==> src/rtl/acc_mem_pkg.sv <==
// Shared types and sizes for the accelerator memory arbiter.
package acc_mem_pkg;

  localparam int N_ACC_DEF          = 4;
  localparam int ADDR_SIZE_DEF      = 16;
  localparam int RD_DATA_SIZE_DEF   = 512;
  localparam int WR_DATA_SIZE_DEF   = 32;
  localparam int MEM_RD_LATENCY_DEF = 1;

  typedef enum logic [2:0] {
    IDLE,
    RD_ISSUE,
    RD_WAIT,
    WR_ISSUE,
    DONE
  } arb_state_t;

  // Low bit of client idx's field in a packed per-client vector.
  function automatic int slice(input int idx, input int w);
    return idx * w;
  endfunction

endpackage

==> src/rtl/acc_rr_picker.sv <==
// Combinational round-robin search: first requester at or above rr_ptr, wrapping.
module acc_rr_picker #(
  parameter  int N_ACC = 4,
  localparam int IW    = $clog2(N_ACC)
) (
  input  logic [N_ACC-1:0] req,
  input  logic [IW-1:0]    rr_ptr,
  output logic             any_req,
  output logic [IW-1:0]    grant_idx
);

  int            c;
  logic [IW-1:0] ci;

  // Walk from farthest to nearest so the closest requester is the last writer.
  always_comb begin
    any_req   = |req;
    grant_idx = '0;
    c         = 0;
    ci        = '0;
    for (int k = N_ACC - 1; k >= 0; k--) begin
      c = int'(rr_ptr) + k;
      if (c >= N_ACC) c = c - N_ACC;
      ci = IW'(c);
      if (req[ci]) grant_idx = ci;
    end
  end

endmodule

==> src/rtl/acc_mem_arbiter.sv <==
// Round-robin arbiter granting one accelerator read/write at a time onto a
// single data-memory port; the CPU preempts issue through cpu_mem_busy.
module acc_mem_arbiter
  import acc_mem_pkg::*;
#(
  parameter int N_ACC          = N_ACC_DEF,
  parameter int ADDR_SIZE      = ADDR_SIZE_DEF,
  parameter int RD_DATA_SIZE   = RD_DATA_SIZE_DEF,
  parameter int WR_DATA_SIZE   = WR_DATA_SIZE_DEF,
  parameter int MEM_RD_LATENCY = MEM_RD_LATENCY_DEF
) (
  input  logic                          clk,
  input  logic                          rst_n,
  input  logic [N_ACC-1:0]              acc_read_en,
  input  logic [N_ACC*ADDR_SIZE-1:0]    acc_read_addr,
  input  logic [N_ACC-1:0]              acc_write_en,
  input  logic [N_ACC*ADDR_SIZE-1:0]    acc_write_addr,
  input  logic [N_ACC*WR_DATA_SIZE-1:0] acc_write_data,
  output logic [RD_DATA_SIZE-1:0]       acc_read_data,
  output logic [N_ACC-1:0]              acc_read_data_valid,
  output logic [N_ACC-1:0]              acc_write_done,
  input  logic                          cpu_mem_busy,
  output logic                          mem_rd_en,
  output logic                          mem_wr_en,
  output logic [ADDR_SIZE-1:0]          mem_addr,
  output logic [WR_DATA_SIZE-1:0]       mem_wr_data,
  input  logic [RD_DATA_SIZE-1:0]       mem_rd_data
);

  localparam int IW = $clog2(N_ACC);
  localparam int CW = 4;

  arb_state_t              state;
  logic [IW-1:0]           idx, rr_ptr, grant_idx;
  logic                    any_req;
  logic [ADDR_SIZE-1:0]    addr_q, rd_addr_sel, wr_addr_sel;
  logic [WR_DATA_SIZE-1:0] wdata_q, wr_data_sel;
  logic [CW-1:0]           cnt;
  logic [N_ACC-1:0]        idx_hot;

  acc_rr_picker #(.N_ACC(N_ACC)) u_picker (
    .req       (acc_read_en | acc_write_en),
    .rr_ptr    (rr_ptr),
    .any_req   (any_req),
    .grant_idx (grant_idx)
  );

  assign rd_addr_sel = acc_read_addr[slice(int'(grant_idx), ADDR_SIZE) +: ADDR_SIZE];
  assign wr_addr_sel = acc_write_addr[slice(int'(grant_idx), ADDR_SIZE) +: ADDR_SIZE];
  assign wr_data_sel = acc_write_data[slice(int'(grant_idx), WR_DATA_SIZE) +: WR_DATA_SIZE];
  assign idx_hot     = N_ACC'(1) << idx;

  // Strobes gate on the live busy flag so they never overlap a CPU cycle.
  assign mem_rd_en   = (state == RD_ISSUE) && !cpu_mem_busy;
  assign mem_wr_en   = (state == WR_ISSUE) && !cpu_mem_busy;
  assign mem_addr    = (mem_rd_en || mem_wr_en) ? addr_q : '0;
  assign mem_wr_data = mem_wr_en ? wdata_q : '0;

  always_ff @(posedge clk or negedge rst_n) begin
    if (!rst_n) begin
      state               <= IDLE;
      idx                 <= '0;
      rr_ptr              <= '0;
      addr_q              <= '0;
      wdata_q             <= '0;
      cnt                 <= '0;
      acc_read_data       <= '0;
      acc_read_data_valid <= '0;
      acc_write_done      <= '0;
    end else begin
      acc_read_data_valid <= '0;
      acc_write_done      <= '0;
      case (state)
        IDLE: if (any_req) begin
          idx     <= grant_idx;
          wdata_q <= wr_data_sel;
          // A client asking for both gets its write first; the read stays pending.
          if (acc_write_en[grant_idx]) begin
            addr_q <= wr_addr_sel;
            state  <= WR_ISSUE;
          end else begin
            addr_q <= rd_addr_sel;
            state  <= RD_ISSUE;
          end
        end
        RD_ISSUE: if (!cpu_mem_busy) begin
          cnt   <= CW'(MEM_RD_LATENCY);
          state <= RD_WAIT;
        end
        RD_WAIT: begin
          cnt <= cnt - 1'b1;
          if (cnt == CW'(1)) begin
            acc_read_data       <= mem_rd_data;
            acc_read_data_valid <= idx_hot;
            state               <= DONE;
          end
        end
        WR_ISSUE: if (!cpu_mem_busy) begin
          acc_write_done <= idx_hot;
          state          <= DONE;
        end
        DONE: begin
          rr_ptr <= (idx == IW'(N_ACC - 1)) ? '0 : idx + IW'(1);
          state  <= IDLE;
        end
        default: state <= IDLE;
      endcase
    end
  end

endmodule

==> config.mk <==
export PLATFORM = sky130hd
export DESIGN_NAME = acc_mem_arbiter
export DESIGN_NICKNAME = d
export VERILOG_FILES = /design/src/rtl/acc_mem_pkg.sv /design/src/rtl/acc_rr_picker.sv /design/src/rtl/acc_mem_arbiter.sv
export SDC_FILE = /design/constraint.sdc
export NUM_CORES = 1
export LEC_CHECK = 0
export CAP_MARGIN = 20
export CORE_AREA = 2 2 519 521
export DETAILED_ROUTE_END_ITERATION = 16
export DIE_AREA = 0 0 521 523
export SLEW_MARGIN = 20
export SYNTH_ARGS = -nofsm -noshare
export SYNTH_HDL_FRONTEND = slang
export SYNTH_SLANG_ARGS = --single-unit
==> constraint.sdc <==
create_clock -name clk -period 5.1 [get_ports clk]
set_input_delay 1.02 -clock clk [delete_from_list [all_inputs] [get_ports clk]]
set_output_delay 1.02 -clock clk [all_outputs]
set_load 0.05 [all_outputs]
Word-level counts from Yosys, hierarchy flattened
Index checks and enable logic that the tools add are counted. Widths: inputs -> output; s select.

Register bits: 579. Bits of input ports: 779. Output and inout bits: 570. Logic and storage cells: 87.

Add/sub/neg operators: 9. $lt $le $gt $ge: 9. Equal/unequal tests: 10. Shifts and indexed selects: 4. Multiplexer cells: 34. Bitwise operators: 1. Reductions and logical operators: 11.

Operator list (count): $shiftx 128x8->32 (1); $shiftx 64x7->16 (2); $mux 16 (2); $mux 32 (1); $mux 2 (10); $mux 4 (5); $lt 2x3->1 const B (5); $mux 3 (4); $pmux 3 s4 (1); $bmux 1 s2 (5); $ge 3x3->1 const B (3); $ne 2x2->1 const B (4); $pmux 4 s2 (1); $sub 2x1->2 const B (4); $add 2x2->3 const B (2); $eq 3x2->1 const B (2); $reduce_and 2->1 (3); $mux 1 (5); $eq 4x1->1 const B (1); $or 4x4->4 (1); $reduce_and 4->1 (1); $reduce_or 4->1 (1); $shl 1x2->4 const A (1); $sub 4x1->4 const B (1); 11 further kinds (12).

Depth between registers and ports, before layout
Depth after elaboration: 14. Gate-level depth with buffers: 9. Gate-level depth less buffers: 6.

Modules after synthesis
A second synthesis with hierarchy kept.

Cell total of the unflattened synthesis: 1588. Area, all modules: 23900.4 um2.

Modules (own cells, without submodules): acc_mem_arbiter (times used 1, cells each 1575, area each 23822.8 um2, sequential area each 14488.9 um2); acc_rr_picker (times used 1, cells each 13, area each 77.6 um2, sequential area each 0.0 um2).

Least setup slack after synthesis
OpenSTA, ideal clock, no wires.

Kind: input to output. Start: input port cpu_mem_busy. End: output port mem_rd_en. Arrival time: 2252 ps. Required time: 4080 ps. Slack: 1828 ps. Stages: 2. Buffers on the path: 0. Cells stage by stage: nand2b_1 -> nor3_1.

Longest elaborated chain between the ends: 2.

RTL lines: from (decl) (line acc_mem_arbiter.sv:22) `input logic cpu_mem_busy,`; $logic_not 1->1; $logic_and 1x1->1 (line acc_mem_arbiter.sv:54) `assign mem_rd_en = (state == RD_ISSUE) && !cpu_mem_busy;`; to (decl) (line acc_mem_arbiter.sv:23) `output logic mem_rd_en,`.

Every way passes these cells.

Worst setup path in the final report
Start: input port cpu_mem_busy. End: output port mem_wr_data[30].

Longest elaborated chain between the ends: 3.

RTL lines: $logic_not 1->1; $logic_and 1x1->1 (line acc_mem_arbiter.sv:55) `assign mem_wr_en = (state == WR_ISSUE) && !cpu_mem_busy;`; $mux 32 (line acc_mem_arbiter.sv:57) `assign mem_wr_data = mem_wr_en ? wdata_q : '0;`; to (decl) (line acc_mem_arbiter.sv:26) `output logic [WR_DATA_SIZE-1:0] mem_wr_data,`.

Every way passes these cells.

==> reports/summary.txt <==
CTS Hold Buffers Added -> 0
DRT antenna net count -> 0
area share of the largest cell type after synthesis -> 0.603
Synth area leader -> dfrtp_1
Setup Skew -> 35.7 ps
final core utilization -> 0.169
First-pass DRT Iterations -> 5
Starting Density -> 0.0900
Syn Area/Cell -> 14.1 um2
crit-path cells -> clkdlybuf4s50_1 > nand2b_1 > nor2_4 > buf_4 > and3_1 > clkdlybuf4s50_1
Placed Instances -> 6,533
Pins Over Slew Limit -> 0
library cells used by synthesis -> 50
GPL Wtd Cong -> 0.967
Layout area overhead -> 87.3%
CTS buffer count -> 87
H-tree levels -> 3
Post-synth EDFFs -> 0
Finished Layout Cells -> 6,751
fmax -> 230 MHz
DR iter-0 viols -> 1,125
maximum VDD drop -> 514 uV
CTS sink cnt -> 579
Gates resized, CTS repair -> 0
outcome -> complete, no violations
Worst Hold Class -> primary input to asynchronous set/reset pin
Min Clock Period, post-route -> 4350 ps
final worst slack -> 755 ps
critical path arrival -> 3330 ps
Pleak -> 17.2 nW
via count -> 21,800
DPL Wire Length -> 174 mm
die width -> 521 um
Synth Register Bits -> 579
critical path endpoint category -> output port
critical path class -> primary input to output port
vias per inst -> 3.23
IO Port Bufs -> 1,348
Crit path largest cell delay -> 810 ps
DRC Markers -> 0
largest net degree at the start of global routing -> 102
nets -> 3,855
most frequent CP cell -> clkdlybuf4s50_1
clock transition at the registers of the reported paths -> 60 ps
Die Ht -> 523 um
I/O pins -> 1,349
deepest clock path buffer count -> 4
fraction of layout instances using a drive strength above 1 -> 0.235
Hold Fails Final Rpt -> 0
area of the mapped netlist -> 24,000 um2
Final period util -> 0.852
Async S/R FF share, synth -> 1.00
worst path bufs/invs -> 3
register area share after synthesis -> 0.603
Syn Inst Count -> 1,701
total wire length -> 200 mm
RSZ-0062 raised after global routing -> no
die area -> 272,000 um2
grt ovf -> 0
net count after synthesis -> 2,486
GRT Resource Usage Total -> 0.141
Worst-Skew Late Latency -> 800 ps
vias in the first global route -> 22,200
Power Density -> 764 nW/um2
Slew HR -> 0.291
total power -> 34.4 mW
CTS tree -> yes
maxcap violations -> 0
Final TNS setup -> 0 ps
CP Max Fanout -> 43
family with the most delay on the worst path -> buffers and inverters
WL/cell -> 29.7 um
CP startpoint -> cpu_mem_busy
crit path launch type -> primary input
Primary FF master, synth -> dfrtp_1
Worst Max-Slew Pin Slew -> 1060 ps
slowest stage cell, crit path -> clkdlybuf4s50_1
Rows -> 190
R2R Path Start -> state[1]
CP required -> 4080 ps
area of the core -> 267,000 um2
first-pass GRT wire length -> 246 mm
CTS root buffer -> clkbuf_16
Area contributors post-synth -> dfrtp_1, mux2_2, and2_1
post-CTS setup buffers -> 0
dpl ws -> 793 ps
synth warn -> 0
initial antenna violation count -> 299
final setup fails -> 0
[worst paths after layout]
check / slack (ps) / cells after the start / end
worst max-delay path: 750 / 6 / mem_wr_data[30]
worst min-delay path: 300 / 1 / acc_read_data[510]
worst max register to register: 1740 / 6 / acc_read_data[368]
worst min register to register: 490 / 2 / wdata_q[10]
max in group asynchronous: 3590 / 3 / acc_read_data[232]
min in group clk: 490 / 2 / wdata_q[10]
[cells in the final DEF, fill, tap and decap left out, drive strengths merged, types with 2 or more instances in the layout]
cell           synthesis  routed
nor2                  12      12
or3                    4       4
or2                    4       4
bufinv                 0       8
nand2                 57      57
a221o                 15      15
o21bai                 2       2
inv                   10      15
a21o                   4       4
o31ai                 33      33
a211oi                72      72
nor3b                  2       2
clkinv                 0      16
o22ai                 16      16
nor3                   7       7
a21oi                 18      18
diode                  0      66
nand2b                 4       4
clkbuf                51     116
o21ai                 19      19
o21a                   6       6
clkinvlp               0       7
nor2b                  2       2
and3                  39      39
o211ai                21      21
o31a                  12      12
a221oi                 5       5
ha                     6       6
and2                  96      96
nor4                   2       2
dfrtp                579     579
clkdlybuf4s50          0    1329
buf                   67      69
mux2                 524     524
o22a                   2       2
[flip-flops by register name, indices dropped and copies added (netlist names)]
register and count:
state 3, acc_read_data_valid 4, acc_write_done 4, idx 2, acc_read_data 512, cnt 4
wdata_q 32, addr_q 16, rr_ptr 2
[cells in the mapped netlist, types with 4 or more instances]
cell and count:
a211oi_1 72, dfrtp_1 579, ha_1 6, o31ai_1 32, inv_1 10, a21o_1 4
clkbuf_1 51, mux2_2 522, o31a_1 12, a221oi_1 5, o21a_1 6, and2_1 94
buf_2 64, o21ai_0 18, a21oi_1 18, nor3_1 7, and3_1 39, or3_1 4
nor2_1 11, nand2b_1 4, a221o_1 15, o211ai_1 21, nand2_1 57, o22ai_1 16
[layout make-up]
type,count,area [um2]
antenna,66,165
clock buffer,116,2400
clock inverter,36,465
fill,29300,222000
inverter,10,37.5
multi-input combinational,994,9020
sequential,579,14500
tap,3552,4440
timing repair buffer,1398,14000
[routing by layer]
metal / global-route usage / vias up / share of wire
li1: - / 8992 / -
met1: 0.138 / 10500 / 0.33
met2: 0.210 / 1554 / 0.42
met3: 0.122 / 545 / 0.20
met4: 0.0609 / 188 / 0.048
met5: 0.00572 / - / 0.0060
[cells by family after synthesis]
logic type                 Yosys count  synth area share
AOI/OAI and AO/OA                  233            0.0714
xor gates and xnor gates             1          0.000365
adders and majority gates            6           0.00312
buffers and inverters              128            0.0238
DFF                                579             0.603
muxes                              524             0.246
and+or+nand+nor                    230            0.0527
[per-stage QoR]
step | hold WS (ps) | cell area [um2]
detailed placement | 477 | 42000
finish | 301 | 45000
CTS | 280 | 44800
floorplan | 441 | 24000
global route | 330 | 44900
global placement | 467 | 42000
[power breakdown]
group          total (mW)  leakage [nW]  switching (mW)  internal (mW)
combinational        19.7          8.99            12.9           6.72
sequential           8.50          6.80            1.53           6.97
clock                6.22          1.38            2.51           3.71
Note: power is estimated with default switching activity, not from simulation.
